<file path="src/rtl/donut_renderer.sv">
// donut_renderer
// Per-pixel shader for a torus ring centred on screen. Converts the raster
// position into a visibility flag and a 6-bit luma through a 3-stage pipeline.
// A per-frame animation phase moves a specular band across the ring.

module donut_renderer #(
    parameter int X_CENTER = 305,
    parameter int Y_CENTER = 240,
    parameter int RING_R   = 128
) (
    input  logic        clk,
    input  logic        rst_n,
    input  logic [10:0] h_count,
    input  logic [9:0]  v_count,
    input  logic        frame,
    output logic        donut_visible,
    output logic [5:0]  donut_luma
);

    localparam logic signed [11:0] X_C    = 12'(X_CENTER);
    localparam logic signed [11:0] Y_C    = 12'(Y_CENTER);
    localparam logic signed [12:0] RING_C = 13'(RING_R);

    // Horizontal counter runs at twice the pixel rate, so its LSB carries no position.
    logic unused_h_lsb;
    assign unused_h_lsb = h_count[0];

    // ------------------------------------------------------------------
    // Stage 0 (combinational): centred coordinates and their magnitudes
    // ------------------------------------------------------------------
    logic signed [11:0] x_c;
    logic signed [11:0] y_c;
    logic [10:0]        ax_c;
    logic [10:0]        ay_c;

    assign x_c  = $signed({2'b00, h_count[10:1]}) - X_C;
    assign y_c  = $signed({2'b00, v_count}) - Y_C;
    assign ax_c = x_c[11] ? 11'(-x_c) : 11'(x_c);
    assign ay_c = y_c[11] ? 11'(-y_c) : 11'(y_c);

    // Stage 1: capture |x| and |y|
    logic [10:0] ax_q;
    logic [10:0] ay_q;

    always_ff @(posedge clk or negedge rst_n) begin
        if (!rst_n) begin
            ax_q <= '0;
            ay_q <= '0;
        end else begin
            ax_q <= ax_c;
            ay_q <= ay_c;
        end
    end

    // ------------------------------------------------------------------
    // Stage 1 -> 2 (combinational): octagonal radius estimate and ring offset
    // ------------------------------------------------------------------
    logic [10:0]        mx_c;
    logic [10:0]        mn_c;
    logic [11:0]        r_c;
    logic signed [12:0] t_c;
    logic               vis_c;

    assign mx_c  = (ax_q >= ay_q) ? ax_q : ay_q;
    assign mn_c  = (ax_q >= ay_q) ? ay_q : ax_q;
    assign r_c   = 12'(mx_c) + 12'(mn_c >> 2) + 12'(mn_c >> 3);
    assign t_c   = $signed({1'b0, r_c}) - RING_C;
    assign vis_c = (t_c >= -13'sd63) && (t_c <= 13'sd63);

    // Stage 2: capture ring offset (7 bits suffice whenever the pixel is visible)
    logic signed [6:0] t_q;
    logic              vis_q;

    always_ff @(posedge clk or negedge rst_n) begin
        if (!rst_n) begin
            t_q   <= '0;
            vis_q <= 1'b0;
        end else begin
            t_q   <= t_c[6:0];
            vis_q <= vis_c;
        end
    end

    // ------------------------------------------------------------------
    // Animation phase: bump once on every edge of the frame LSB
    // ------------------------------------------------------------------
    logic       frame_q;
    logic [7:0] phase;

    // Detect either edge of frame and advance the 8-bit phase, wrapping naturally.
    always_ff @(posedge clk or negedge rst_n) begin
        if (!rst_n) begin
            frame_q <= 1'b0;
            phase   <= '0;
        end else begin
            frame_q <= frame;
            if (frame != frame_q) begin
                phase <= phase + 8'd1;
            end
        end
    end

    // ------------------------------------------------------------------
    // Stage 2 -> 3 (combinational): highlight position and quadratic falloff
    // ------------------------------------------------------------------
    logic [6:0]        p_c;
    logic [6:0]        tri_c;
    logic signed [7:0] s_c;
    logic signed [8:0] d_c;
    logic [7:0]        ad_c;
    logic [15:0]       sq_c;
    logic [9:0]        q_c;
    logic [5:0]        luma_c;

    // Triangle wave over the phase keeps the band sweeping back and forth
    // without a jump at either wrap point.
    assign p_c    = phase[6:0];
    assign tri_c  = phase[7] ? (7'd127 - p_c) : p_c;
    assign s_c    = $signed({1'b0, tri_c}) - 8'sd64;
    assign d_c    = {{2{t_q[6]}}, t_q} - {s_c[7], s_c};
    assign ad_c   = d_c[8] ? 8'(-d_c) : 8'(d_c);
    assign sq_c   = 16'(ad_c) * 16'(ad_c);
    assign q_c    = 10'(sq_c >> 6);
    assign luma_c = (q_c > 10'd63) ? 6'd0 : (6'd63 - q_c[5:0]);

    // Stage 3: registered outputs, luma forced to zero off the ring
    always_ff @(posedge clk or negedge rst_n) begin
        if (!rst_n) begin
            donut_visible <= 1'b0;
            donut_luma    <= '0;
        end else begin
            donut_visible <= vis_q;
            donut_luma    <= vis_q ? luma_c : 6'd0;
        end
    end

endmodule

</file>
<file path="config.mk">
export PLATFORM = sky130hd
export DESIGN_NAME = donut_renderer
export DESIGN_NICKNAME = d
export VERILOG_FILES = /design/src/rtl/donut_renderer.sv
export SDC_FILE = /design/constraint.sdc
export NUM_CORES = 1
export LEC_CHECK = 0
export ABC_CLOCK_PERIOD_IN_PS = 7700
export BUFFER_PORTS_ARGS = -buffer_cell sky130_fd_sc_hd__buf_2
export CAP_MARGIN = 20
export CORE_UTILIZATION = 45
export DETAILED_ROUTE_END_ITERATION = 12
export GPL_TIMING_DRIVEN = 0
export HOLD_SLACK_MARGIN = 0.08
export PLACE_DENSITY = 0.62
export SKIP_LAST_GASP = 1
export SYNTH_ARGS = -nofsm -noshare
export SYNTH_HDL_FRONTEND = slang
export SYNTH_SLANG_ARGS = --single-unit
</file>
<file path="constraint.sdc">
create_clock -name clk -period 7.7 [get_ports clk]
set_input_delay 0.385 -clock clk [delete_from_list [all_inputs] [get_ports clk]]
set_output_delay 0.385 -clock clk [all_outputs]
set_load 0.01 [all_outputs]
</file>
## After elaboration in Yosys (flattened, before gate mapping)

Cells that the tools add are included.

- Register bits after elaboration: 46
- Bits of input ports: 24
- Output and inout bits: 7

- Order comparisons: 4
- Equal/unequal tests: 1
- Reduce and logical (&&, ||, !) cells: 1
- Mux-type cells: 8
- Multiply operators: 1
- Add/sub/neg operators: 13

Operators by type and width:

| operator | count |
|---|---|
| $mux W11 | 4 |
| $neg A11 Y11 | 2 |
| $mul A8 B8 Y16 | 1 |
| $ge A13 B7 Y1 const B | 1 |
| $le A13 B7 Y1 const B | 1 |
| $sub A12 B8 Y13 const B | 1 |
| $add A11 B9 Y12 | 1 |
| $add A12 B8 Y12 | 1 |
| $mux W6 | 2 |
| $ge A11 B11 Y1 | 1 |
| $sub A10 B8 Y11 const B | 1 |
| $sub A10 B9 Y11 const B | 1 |
| $gt A10 B6 Y1 const B | 1 |
| $sub A7 B8 Y9 | 1 |
| $add A8 B1 Y8 const B | 1 |
| $mux W8 | 1 |
| $neg A8 Y8 | 1 |
| $sub A7 B7 Y8 const B | 1 |
| $mux W7 | 1 |
| $sub A7 B7 Y7 const A | 1 |
| $sub A6 B6 Y6 const A | 1 |
| $logic_and A1 B1 Y1 | 1 |
| $ne A1 B1 Y1 | 1 |

## Logic depth before layout (Yosys ltp)

- Word-level depth: 10
- Mapped depth: 28
- Gate-level depth less buffers: 27

## Worst setup path before layout

OpenSTA, ideal clock, no wires.

- Path kind: reg-to-reg
- From: reg phase[7]
- To: reg donut_luma[0]
- Path slack: 0.491 ns
- Period minus slack after synthesis: 7.209 ns
- Path buffers: 1
- Data arrival time: 7.087 ns
- Stages on the path, launching flop included: 27
- Required time: 7.578 ns
- Cells stage by stage: dfrtp_1 -> clkbuf_1 -> xor2_1 -> ha_1 -> fa_1 -> nor2b_4 -> o22ai_1 -> xnor2_1 -> a2111o_1 -> a21o_1 -> mux2_2 -> or2_2 -> inv_1 -> fa_1 -> fa_1 -> inv_1 -> fa_1 -> fa_1 -> inv_1 -> ha_1 -> and4_1 -> and3_1 -> a32o_1 -> o22a_1 -> nor3b_2 -> o211ai_2 -> a2111oi_1

- Longest elaborated chain between the ends: 9

RTL lines:

| item | RTL line | RTL |
|---|---|---|
| from (decl) | 88 | `logic [7:0] phase;` |
| from (signal assigned) | 98 | `phase <= phase + 8'd1;` |
| $mux W7 * | 118 | `assign tri_c = phase[7] ? (7'd127 - p_c) : p_c;` |
| $sub A7 B7 Y8 * | 119 | `assign s_c = $signed({1'b0, tri_c}) - 8'sd64;` |
| $sub A7 B8 Y9 * | 120 | `assign d_c = {{2{t_q[6]}}, t_q} - {s_c[7], s_c};` |
| $neg A8 Y8 | 121 | `assign ad_c = d_c[8] ? 8'(-d_c) : 8'(d_c);` |
| $mux W8 * | 121 |  |
| $mul A8 B8 Y16 * | 122 | `assign sq_c = 16'(ad_c) * 16'(ad_c);` |
| $gt A10 B6 Y1 or $sub A6 B6 Y6 (tied branches) | 124 | `assign luma_c = (q_c > 10'd63) ? 6'd0 : (6'd63 - q_c[5:0]);` |
| $mux W6 * | 124 |  |
| $mux W6 * | 133 | `donut_luma <= vis_q ? luma_c : 6'd0;` |
| to (signal assigned) | 133 |  |
| to (decl) | 17 | `output logic [5:0] donut_luma` |

Every way passes the cells marked *; elsewhere a longest branch is shown, timed or not.
A chain may end at the register's enable or synchronous reset.

## Final worst setup path

- From: reg phase[7]
- To: reg donut_luma[3]

Same word-level chain as after synthesis.

==> impl_metrics.tcl <==
set metrics [dict create \
    outcome "complete, no violations" \
    wire_per_inst_um 13.5 \
    io_pins 31 \
    hold-worst-slack_ns 0.0507 \
    cp_common_cell "fa_1" \
    synthCells 579 \
    clockRootBuffer "clkbuf_16" \
    ys_warn_count 0 \
    grt_util_all_layers_pct 18.0 \
    die-area_mm2 0.0122 \
    worstMarginPinSlew_ns 0.803 \
    max_cap_violations 0 \
    slew_headroom_pct 46.4 \
    r2r-start "phase[7]" \
    drc 0 \
    ys_ff_latch 46 \
    dr.pass1.iters 4 \
    drive_gt1_share_pct 14.2 \
    portBuffers 29 \
    r2r_end "donut_luma[3]" \
    layout_common_cells "89 x inv_1, 74 x ha_1, 55 x nor2_1" \
    setup_violations 0 \
    synth_top_area_share_pct 21.8 \
    crit_cells 28 \
    critical_path.endpoint_type "register" \
    fin_crit_sh_pct 95.6 \
    hold_path_class "in2async" \
    grt_util_met1_pct 20.9 \
    avgViaCountPerCell 5.32 \
    synth_cell_types 61 \
    n_antenna_cell 0 \
    critPathCapture "donut_luma[3]" \
    path_max_fanout 8 \
    grt_max_degree 47 \
    synth_flop_cell "dfrtp_1" \
    yosysTopAreaCell "dfrtp_1" \
    grt_pass1_vias 4284 \
    fin_skew_ns 0.00359 \
    clkLatencyLatePin_ns 0.28 \
    period_minus_slack_ns 7.36 \
    antenna_left 0 \
    cts_max_level 2 \
    start_util_pct 46.3 \
    crit_buf_inv 4 \
    die_h_um 110 \
    cts_tree "yes" \
    drv_slew 0 \
    grt_antenna_before_repair 0 \
    path_clk_slew_ns 0.06 \
    netlist_area_mm2 0.00529 \
    vias 4064 \
    die_x_um 110 \
    fmax_ghz 0.136 \
    cp.required_ns 7.87 \
    layout_commonest_cell "inv_1" \
    reg2reg_depth 28 \
    grt-busiest-layer "met2" \
    rows 39 \
    cts_hold_buf 0 \
    timing_hold_violations_final 0 \
    cp.arrival_ns 7.53 \
    path_delay_family "adder cells" \
    cp-start-kind "register" \
    grt_first_pass_wirelength_um 18600 \
    cpMaxStageDelayCell "fa_1" \
    cts-root-to-sink-buffers 2 \
    synth_area_leaders "dfrtp_1 22%, ha_1 18%, fa_1 13%" \
    first_iter_violations 159 \
    postRouteWirelength_um 10300 \
    cts_sinks 46 \
    synth-edff-count 0 \
    hpwl_um 8440 \
    globalplace.congestion 0.891 \
    r2r_slack_ns 0.34 \
    area_delta_synth_final_pct 13.9 \
    grt-ovfl-total 0 \
    startpoint "phase[7]" \
    core_area_mm2 0.0114 \
    numCtsBuffers 5 \
    grt_setup_unrepaired "no" \
    synth-seq-area-share_pct 21.8 \
    grtUsageMet3_pct 1.92 \
    nets 754 \
    async_flop_share_pct 100 \
    grt_use_met2_pct 34.4 \
    cpPeakStageDelay_ns 0.56 \
    worstSetupPathType "reg2reg" \
    synth_area_per_cell_um2 9.14 \
]
state kept, by name, summed over array words and instances (netlist names):
name           flops
vis_q              1
ay_q              11
ax_q              11
donut_visible      1
phase              8
donut_luma         6
frame_q            1
t_q                7
layout make-up:
type	instances	area [µm²]
buffer	4	15.0
clock buffer	6	139
clock inverter	2	12.5
fill	1060	5390
inverter	90	338
multi-input combinational	438	3960
sequential	46	1150
tap	143	179
timing repair buffer	35	228
metal layers:
metal | up-vias | routed length, µm
li1 | 2039 | -
met1 | 1956 | 4380
met2 | 54 | 5490
met3 | 15 | 245
met4 | 0 | 199
met5 | - | 0
synth_stat cells (3+ instances only):
cell	number
or2_2	7
nor2_1	55
ha_1	76
a31oi_1	8
and3_1	5
xnor2_1	37
nand4_1	4
o31ai_1	3
nor2b_1	4
nand2_1	21
nor4_1	6
or3_1	4
a21oi_1	20
a211oi_1	4
o21ai_0	23
mux2_2	9
inv_1	90
a2111oi_1	4
xor2_1	25
nor3_1	13
dfrtp_1	46
nand2b_1	11
mux2i_1	9
clkbuf_1	5
nand3_1	7
fa_1	34
a21o_1	8
worst min path at each step:
stage	start	endpoint	slack, ns
6_report	rst_n	ax_q[2]	0.05
5_1_grt	rst_n	ax_q[2]	0.08
4_1_cts	frame	frame_q	0.24
3_5_place_dp	vis_q	donut_visible	0.39
3_3_place_gp	vis_q	donut_visible	0.39
2_1_floorplan	rst_n	ax_q[0]	0.09
timing repair:
action                     4_1_cts  5_1_grt
setup endpoints to repair        6        6
buffers inserted                 0        5
pin swaps                        0       13
gates resized for setup          4       29
through the flow:
step                cell area, µm²  instances  TNS, ns  util, %  worst slack (ns)
floorplan                     5300        580        0        -             0.491
global placement              5620        752   -0.385     49.2            -0.131
detailed placement            5620        752    -1.13     49.2            -0.297
CTS                           5790        759        0     50.7            0.0258
global route                  6030        764        0     52.8           0.00920
finish                        6030        764        0     52.8             0.337
kinds of logic after synthesis:
group           synth area share [%]
simple gates                    14.3
fa+ha+maj                       31.0
buf+inv                         6.81
compound gates                  12.1
xor+xnor                        10.3
flops                           21.8
mux                             3.62
other cells                   0.0709
Power is left out: the tool's default activity adds up to more than one toggle a clock period on the data nets, which glitch-free logic cannot reach.
